===== src/rtl/mod_sub_if.sv =====
// Handshake/data bundle for the 256-bit sequential modular subtractor.
interface mod_sub_if;
    logic         start;
    logic [255:0] a;
    logic [255:0] b;
    logic [255:0] p;
    logic         busy;
    logic         done;
    logic [255:0] mod_sub_res;

    modport master (output start, a, b, p, input busy, done, mod_sub_res);
    modport slave  (input start, a, b, p, output busy, done, mod_sub_res);
endinterface


===== src/rtl/mod_sub_seq.sv =====
// Sequential 256-bit (a - b) mod p over four 64-bit limbs: SUB pass, optional ADD-p correction.
// Optional macro MOD_SUB_CONST_TIME_EN: always run the ADD pass (adding p or 0) for a fixed 9-cycle latency.
module mod_sub_seq (
    input  logic      clk,
    input  logic      rst_n,
    mod_sub_if.slave  bus
);
    typedef enum logic [1:0] {IDLE, SUB, ADD, DONE} state_t;

    state_t       state_reg;
    logic [1:0]   cnt_reg;
    logic         cy_reg;
    logic         busy_reg;
    logic         done_reg;
    logic [255:0] a_reg;
    logic [255:0] b_reg;
    logic [255:0] p_reg;
    logic [255:0] res_reg;
`ifdef MOD_SUB_CONST_TIME_EN
    logic         corr_reg;
`endif

    logic [63:0] a_limb   [4];
    logic [63:0] b_limb   [4];
    logic [63:0] p_limb   [4];
    logic [63:0] res_limb [4];

    genvar gi;
    generate
        for (gi = 0; gi < 4; gi++) begin : g_limb
            assign a_limb[gi]   = a_reg[gi*64 +: 64];
            assign b_limb[gi]   = b_reg[gi*64 +: 64];
            assign p_limb[gi]   = p_reg[gi*64 +: 64];
            assign res_limb[gi] = res_reg[gi*64 +: 64];
        end
    endgenerate

    logic [63:0] p_add;
    logic [64:0] sub_full;
    logic [64:0] add_full;

`ifdef MOD_SUB_CONST_TIME_EN
    // Mask instead of skipping so the ADD pass costs the same cycles either way.
    assign p_add = corr_reg ? p_limb[cnt_reg] : 64'd0;
`else
    assign p_add = p_limb[cnt_reg];
`endif

    assign sub_full = {1'b0, a_limb[cnt_reg]} - {1'b0, b_limb[cnt_reg]} - {64'd0, cy_reg};
    assign add_full = {1'b0, res_limb[cnt_reg]} + {1'b0, p_add} + {64'd0, cy_reg};

    always_ff @(posedge clk) begin
        if (!rst_n) begin
            state_reg <= IDLE;
            cnt_reg   <= 2'd0;
            cy_reg    <= 1'b0;
            busy_reg  <= 1'b0;
            done_reg  <= 1'b0;
            a_reg     <= '0;
            b_reg     <= '0;
            p_reg     <= '0;
            res_reg   <= '0;
`ifdef MOD_SUB_CONST_TIME_EN
            corr_reg  <= 1'b0;
`endif
        end else begin
            case (state_reg)
                IDLE: begin
                    done_reg <= 1'b0;
                    if (bus.start) begin
                        a_reg     <= bus.a;
                        b_reg     <= bus.b;
                        p_reg     <= bus.p;
                        cnt_reg   <= 2'd0;
                        cy_reg    <= 1'b0;
                        busy_reg  <= 1'b1;
                        state_reg <= SUB;
                    end
                end
                SUB: begin
                    res_reg[{cnt_reg, 6'd0} +: 64] <= sub_full[63:0];
                    cy_reg  <= sub_full[64];
                    cnt_reg <= cnt_reg + 2'd1;
                    if (cnt_reg == 2'd3) begin
`ifdef MOD_SUB_CONST_TIME_EN
                        corr_reg  <= sub_full[64];
                        cy_reg    <= 1'b0;
                        state_reg <= ADD;
`else
                        if (sub_full[64]) begin
                            cy_reg    <= 1'b0;
                            state_reg <= ADD;
                        end else begin
                            done_reg  <= 1'b1;
                            state_reg <= DONE;
                        end
`endif
                    end
                end
                ADD: begin
                    // Carry out of limb 3 is dropped: arithmetic wraps mod 2^256.
                    res_reg[{cnt_reg, 6'd0} +: 64] <= add_full[63:0];
                    cy_reg  <= add_full[64];
                    cnt_reg <= cnt_reg + 2'd1;
                    if (cnt_reg == 2'd3) begin
                        done_reg  <= 1'b1;
                        state_reg <= DONE;
                    end
                end
                DONE: begin
                    done_reg  <= 1'b0;
                    busy_reg  <= 1'b0;
                    state_reg <= IDLE;
                end
                default: state_reg <= IDLE;
            endcase
        end
    end

    assign bus.busy        = busy_reg;
    assign bus.done        = done_reg;
    assign bus.mod_sub_res = res_reg;
endmodule


===== src/flat_wrapper.sv =====
// flat-port wrapper written by rule: the top's interface ports become plain ports
module mod_sub_seq_flat 
  (clk, rst_n, bus_start, bus_a, bus_b, bus_p, bus_busy, bus_done, bus_mod_sub_res);
  mod_sub_if bus_i ();
  input  logic clk;
  input  logic rst_n;
  input wire logic [$bits(bus_i.start)-1:0] bus_start;
  input wire logic [$bits(bus_i.a)-1:0] bus_a;
  input wire logic [$bits(bus_i.b)-1:0] bus_b;
  input wire logic [$bits(bus_i.p)-1:0] bus_p;
  output wire logic [$bits(bus_i.busy)-1:0] bus_busy;
  output wire logic [$bits(bus_i.done)-1:0] bus_done;
  output wire logic [$bits(bus_i.mod_sub_res)-1:0] bus_mod_sub_res;
  assign bus_i.start = bus_start;
  assign bus_i.a = bus_a;
  assign bus_i.b = bus_b;
  assign bus_i.p = bus_p;
  assign bus_busy = bus_i.busy;
  assign bus_done = bus_i.done;
  assign bus_mod_sub_res = bus_i.mod_sub_res;
  mod_sub_seq u_core (.clk(clk), .rst_n(rst_n), .bus(bus_i));
endmodule

===== config.mk =====
export PLATFORM = sky130hd
export DESIGN_NAME = mod_sub_seq_flat
export DESIGN_NICKNAME = d
export VERILOG_FILES = /design/src/rtl/mod_sub_if.sv /design/src/rtl/mod_sub_seq.sv /design/src/flat_wrapper.sv
export SDC_FILE = /design/constraint.sdc
export NUM_CORES = 2
export LEC_CHECK = 0
export ABC_AREA = 1
export CAP_MARGIN = 5
export CORE_AREA = 2 2 398 400
export DETAILED_ROUTE_END_ITERATION = 8
export DIE_AREA = 0 0 400 402
export PLACE_DENSITY_LB_ADDON = 0.2
export SYNTH_ARGS = -nofsm -noshare
export SYNTH_HDL_FRONTEND = slang
export SYNTH_SLANG_ARGS = --single-unit

===== constraint.sdc =====
create_clock -name clk -period 9.1 [get_ports clk]
set_input_delay 2.275 -clock clk [delete_from_list [all_inputs] [get_ports clk]]
set_output_delay 2.275 -clock clk [all_outputs]
set_load 0.05 [all_outputs]

==> results.sh <==
export IMPL_run_status="finished clean"
export IMPL_crit_start="u_core.cnt_reg[0]$_SDFFE_PN0P_"
export IMPL_place_hpwl_mm=206
export IMPL_drt_pass1_iterations=6
export IMPL_vias=61511
export IMPL_cts_tree="yes"
export IMPL_crit_chain="buf_4 > o21ai_0 > o22ai_1 > ha_1 > inv_1 > ha_1 > nand2_1 > nor2_1 > nand2_1 > nor3_1 > nand2_1 > nand2_1 > nand2_1 > nand3_1 > nand2_1 > nor2_1 > nand2_1 > a21oi_1"
export IMPL_grt_pass1_vias=56780
export IMPL_ios=1029
export IMPL_criticalPathCategory="flop to flop"
export IMPL_power_leakage_nw=28.6
export IMPL_ant_nets=0
export IMPL_cp_arrival_ns=6.59
export IMPL_placed_cell_area_sq_um=66700
export IMPL_power_density_nw_per_um2=465
export IMPL_grt_usage=0.325
export IMPL_clk_pin_slew_ns=0.06
export IMPL_die_area_sq_um=161000
export IMPL_regToRegSetupSlack_ns=3.17
export IMPL_yosysTopAreaCellShare=0.373
export IMPL_synth_compound_area_share=0.206
export IMPL_max_freq_ghz=0.169
export IMPL_path_common_cell="nand2_1"
export IMPL_r2r_start="u_core.cnt_reg[0]$_SDFFE_PN0P_"
export IMPL_rows=146
export IMPL_synth_flop_cell="dfxtp_1"
export IMPL_fin_nets=10157
export IMPL_drive_above_1_share=0.0508
export IMPL_synth_edf_count=0
export IMPL_antenna_found_initial=53
export IMPL_worst_skew_pair_late_latency_ns=0.80
export IMPL_htree_levels=3
export IMPL_syn_to_final_growth_pct=28.5
export IMPL_drv_slew=0
export IMPL_die_height_um=402
export IMPL_critPathLaunchType="flop"
export IMPL_yosysTopAreaCell="dfxtp_1"
export IMPL_fin_worst_skew_ns=0.0808
export IMPL_yosysUniqueCellTypes=52
export IMPL_holdBufCountCts=0
export IMPL_clock_sinks=1031
export IMPL_synth_xor_area_frac=0.00444
export IMPL_routed_wl_mm=274
export IMPL_grt_overflow=0
export IMPL_period_share=0.652
export IMPL_synth_nets=9492
export IMPL_fin_crit_ns=5.93
export IMPL_rr_worst_depth=18
export IMPL_netlist_instances=8521
export IMPL_synth_fa_ha_area_frac=0.0458
export IMPL_synth_area_leaders="dfxtp_1, nor2_1, o21ai_0"
export IMPL_min_path_type="flop to flop"
export IMPL_core_sq_um=157000
export IMPL_hold_violations=0
export IMPL_drc=0
export IMPL_gp_congestion=1.01
export IMPL_crit_fanout=85
export IMPL_cts_resized=0
export IMPL_worst_path_max_delay_cell="buf_4"
export IMPL_wl_per_cell_um=24.0
export IMPL_clockBufferDepth=3
export IMPL_r2r_end="u_core.bus.mod_sub_res[231]$_SDFFE_PN0P_"
export IMPL_syn_area_sq_um=55300
export IMPL_avgSynthCellArea_sq_um=6.49
export IMPL_numCtsBuffers=117
export IMPL_yosysWarnings=0
export IMPL_slew_headroom=0.183
export IMPL_crit_path_end="u_core.bus.mod_sub_res[231]$_SDFFE_PN0P_"
export IMPL_cts_setup_buffers=0
export IMPL_setup_viol=0
export IMPL_tightest_slew_ns=1.21
export IMPL_die_w_um=400
export IMPL_synth_seq_cells=1031
export IMPL_root_buffer="clkbuf_16"
export IMPL_fin_area_sq_um=71000
export IMPL_synth_top_family_by_area="simple AND/OR/NAND/NOR gates"
export IMPL_drt_initial_drc_count=6370
export IMPL_cap_violations=0
export IMPL_ys_seq_area_frac=0.373
export IMPL_muxShareOfSynthArea=0.000181
export IMPL_portBuffers=1028
export IMPL_cpPeakStageDelay_ns=0.81
export IMPL_end_kind="flop"
export IMPL_grt_max_degree=228
export IMPL_start_util=0.352
export IMPL_cp_required_ns=9.75
export IMPL_grt_pass1_wl_mm=388
export IMPL_ir_worst_vdd_v=0.000359
export IMPL_async_reset_ff_frac=0
export IMPL_fillers=16466
export IMPL_setup_tns_ns=0
export IMPL_rsz0062_at_grt="false"
export IMPL_viasPerCell=5.40
export IMPL_yosys_area_share_simple=0.295
[worst max-delay path, delay by kind of cell, from the launching register on]
family	cells	cell delay, ns
fa+ha+maj	2	0.75
compound gates	3	1.03
buf+inv	2	0.85
flops	1	0.71
simple gates	11	2.39
[synthesized netlist by cell type (8+ instances only)]
cell      instances
a21o_1           13
a21oi_1         536
a32o_1           63
buf_1            35
buf_2            23
clkbuf_1        477
dfxtp_1        1031
ha_1            196
inv_1           499
inv_2            63
nand2_1        1235
nand2_2          33
nand3_1         279
nand3_2          24
nand3b_1          8
nand4_1          82
nor2_1         2261
nor2_2           56
nor3_1           28
o21ai_0        1224
o21ai_1          35
o21bai_1         31
o22ai_1         179
xnor2_1          25
[where the power goes]
| group | total, mW | switching (mW) | internal, mW | leakage [nW] |
|---|---|---|---|---|
| Clock | 5.12 | 2.11 | 3.01 | 2.06 |
| Combinational | 21.7 | 15.8 | 5.88 | 18.1 |
| Sequential | 6.21 | 0.665 | 5.55 | 8.48 |
| Total | 33.0 | 18.6 | 14.4 | 28.6 |
[through the flow]
step                total power, mW  setup WS (ns)  instances  hold WS (ns)   util
finish                         33.0           3.17      11391         0.471  0.452
CTS                            32.7           3.45      11356         0.471  0.452
global route                   35.1           3.05      11383         0.491  0.452
detailed placement             27.5           3.50      11139         0.461  0.425
global placement               27.5           3.56      11139         0.456  0.425
floorplan                      19.1           5.37       8521         0.444      -
[cells in the final DEF, fill, tap and decap left out, types with 7 or more instances in the layout]
| cell | synthesis | final |
|---|---|---|
| xnor2_1 | 25 | 25 |
| clkinv_1 | 7 | 7 |
| clkbuf_1 | 477 | 17 |
| buf_4 | 2 | 45 |
| inv_1 | 499 | 498 |
| nor2_1 | 2261 | 2257 |
| clkdlybuf4s50_1 | 0 | 1027 |
| nand3_1 | 279 | 279 |
| clkinv_2 | 0 | 25 |
| a21o_1 | 13 | 13 |
| nor3_1 | 28 | 28 |
| nand3_2 | 24 | 24 |
| a21oi_1 | 536 | 536 |
| clkbuf_8 | 0 | 30 |
| o21ai_1 | 35 | 35 |
| inv_2 | 63 | 61 |
| o22ai_1 | 179 | 179 |
| o21ai_0 | 1224 | 1224 |
| diode_2 | 0 | 35 |
| a21oi_2 | 7 | 7 |
| buf_12 | 0 | 10 |
| nand2_2 | 33 | 37 |
| clkbuf_16 | 0 | 118 |
| nand3b_1 | 8 | 8 |
| bufinv_16 | 0 | 13 |
| a32o_1 | 63 | 63 |
| ha_1 | 196 | 194 |
| nand2_1 | 1235 | 1230 |
| a32oi_1 | 7 | 7 |
| nand4_1 | 82 | 82 |
| dfxtp_1 | 1031 | 1029 |
| o21bai_1 | 31 | 31 |
| nor2_2 | 56 | 57 |
[routing by layer]
metal / up-vias / GRT usage / part of all wire
li1: 29300 / - / -
met1: 29170 / 0.430 / 0.43
met2: 2581 / 0.503 / 0.44
met3: 434 / 0.0690 / 0.087
met4: 26 / 0.149 / 0.048
met5: - / 0 / 0.00061
[worst min path at each step]
stage	startpoint	endpoint	slack, ns	cells past startpoint
after global placement	u_core.a_reg[193]$_SDFFE_PN0P_	u_core.a_reg[193]$_SDFFE_PN0P_	0.46	2
final	u_core.a_reg[1]$_SDFFE_PN0P_	u_core.a_reg[1]$_SDFFE_PN0P_	0.47	2
after floorplan	u_core.a_reg[193]$_SDFFE_PN0P_	u_core.a_reg[193]$_SDFFE_PN0P_	0.44	2
after detailed placement	u_core.a_reg[1]$_SDFFE_PN0P_	u_core.a_reg[1]$_SDFFE_PN0P_	0.46	2
after global routing	u_core.a_reg[65]$_SDFFE_PN0P_	u_core.a_reg[65]$_SDFFE_PN0P_	0.49	2
after CTS	u_core.a_reg[1]$_SDFFE_PN0P_	u_core.a_reg[1]$_SDFFE_PN0P_	0.47	2
[area by class of cell]
type                            count  area, sq um  area share
Tap cell                         2072         2590      0.0365
Antenna cell                       35         87.6     0.00123
Multi-Input combinational cell   6383        30500       0.429
Inverter                          570         2180      0.0307
Sequential cell                  1031        20600       0.291
Timing Repair Buffer             1083        10800       0.153
Clock inverter                     52          769      0.0108
Clock buffer                      165         3430      0.0483
[cells by family (layout without fill, tap and decap cells)]
logic type	after synthesis	after routing
buffers and inverters	1107	1870
adder cells (fa/ha/maj)	200	200
flip-flops	1031	1031
other	0	35
AO/OA/AOI/OAI	2118	2118
multiplexers	1	1
XOR/XNOR	28	28
AND/OR/NAND/NOR	4036	4036
No activity file was read; power rests on OpenSTA's default activity.
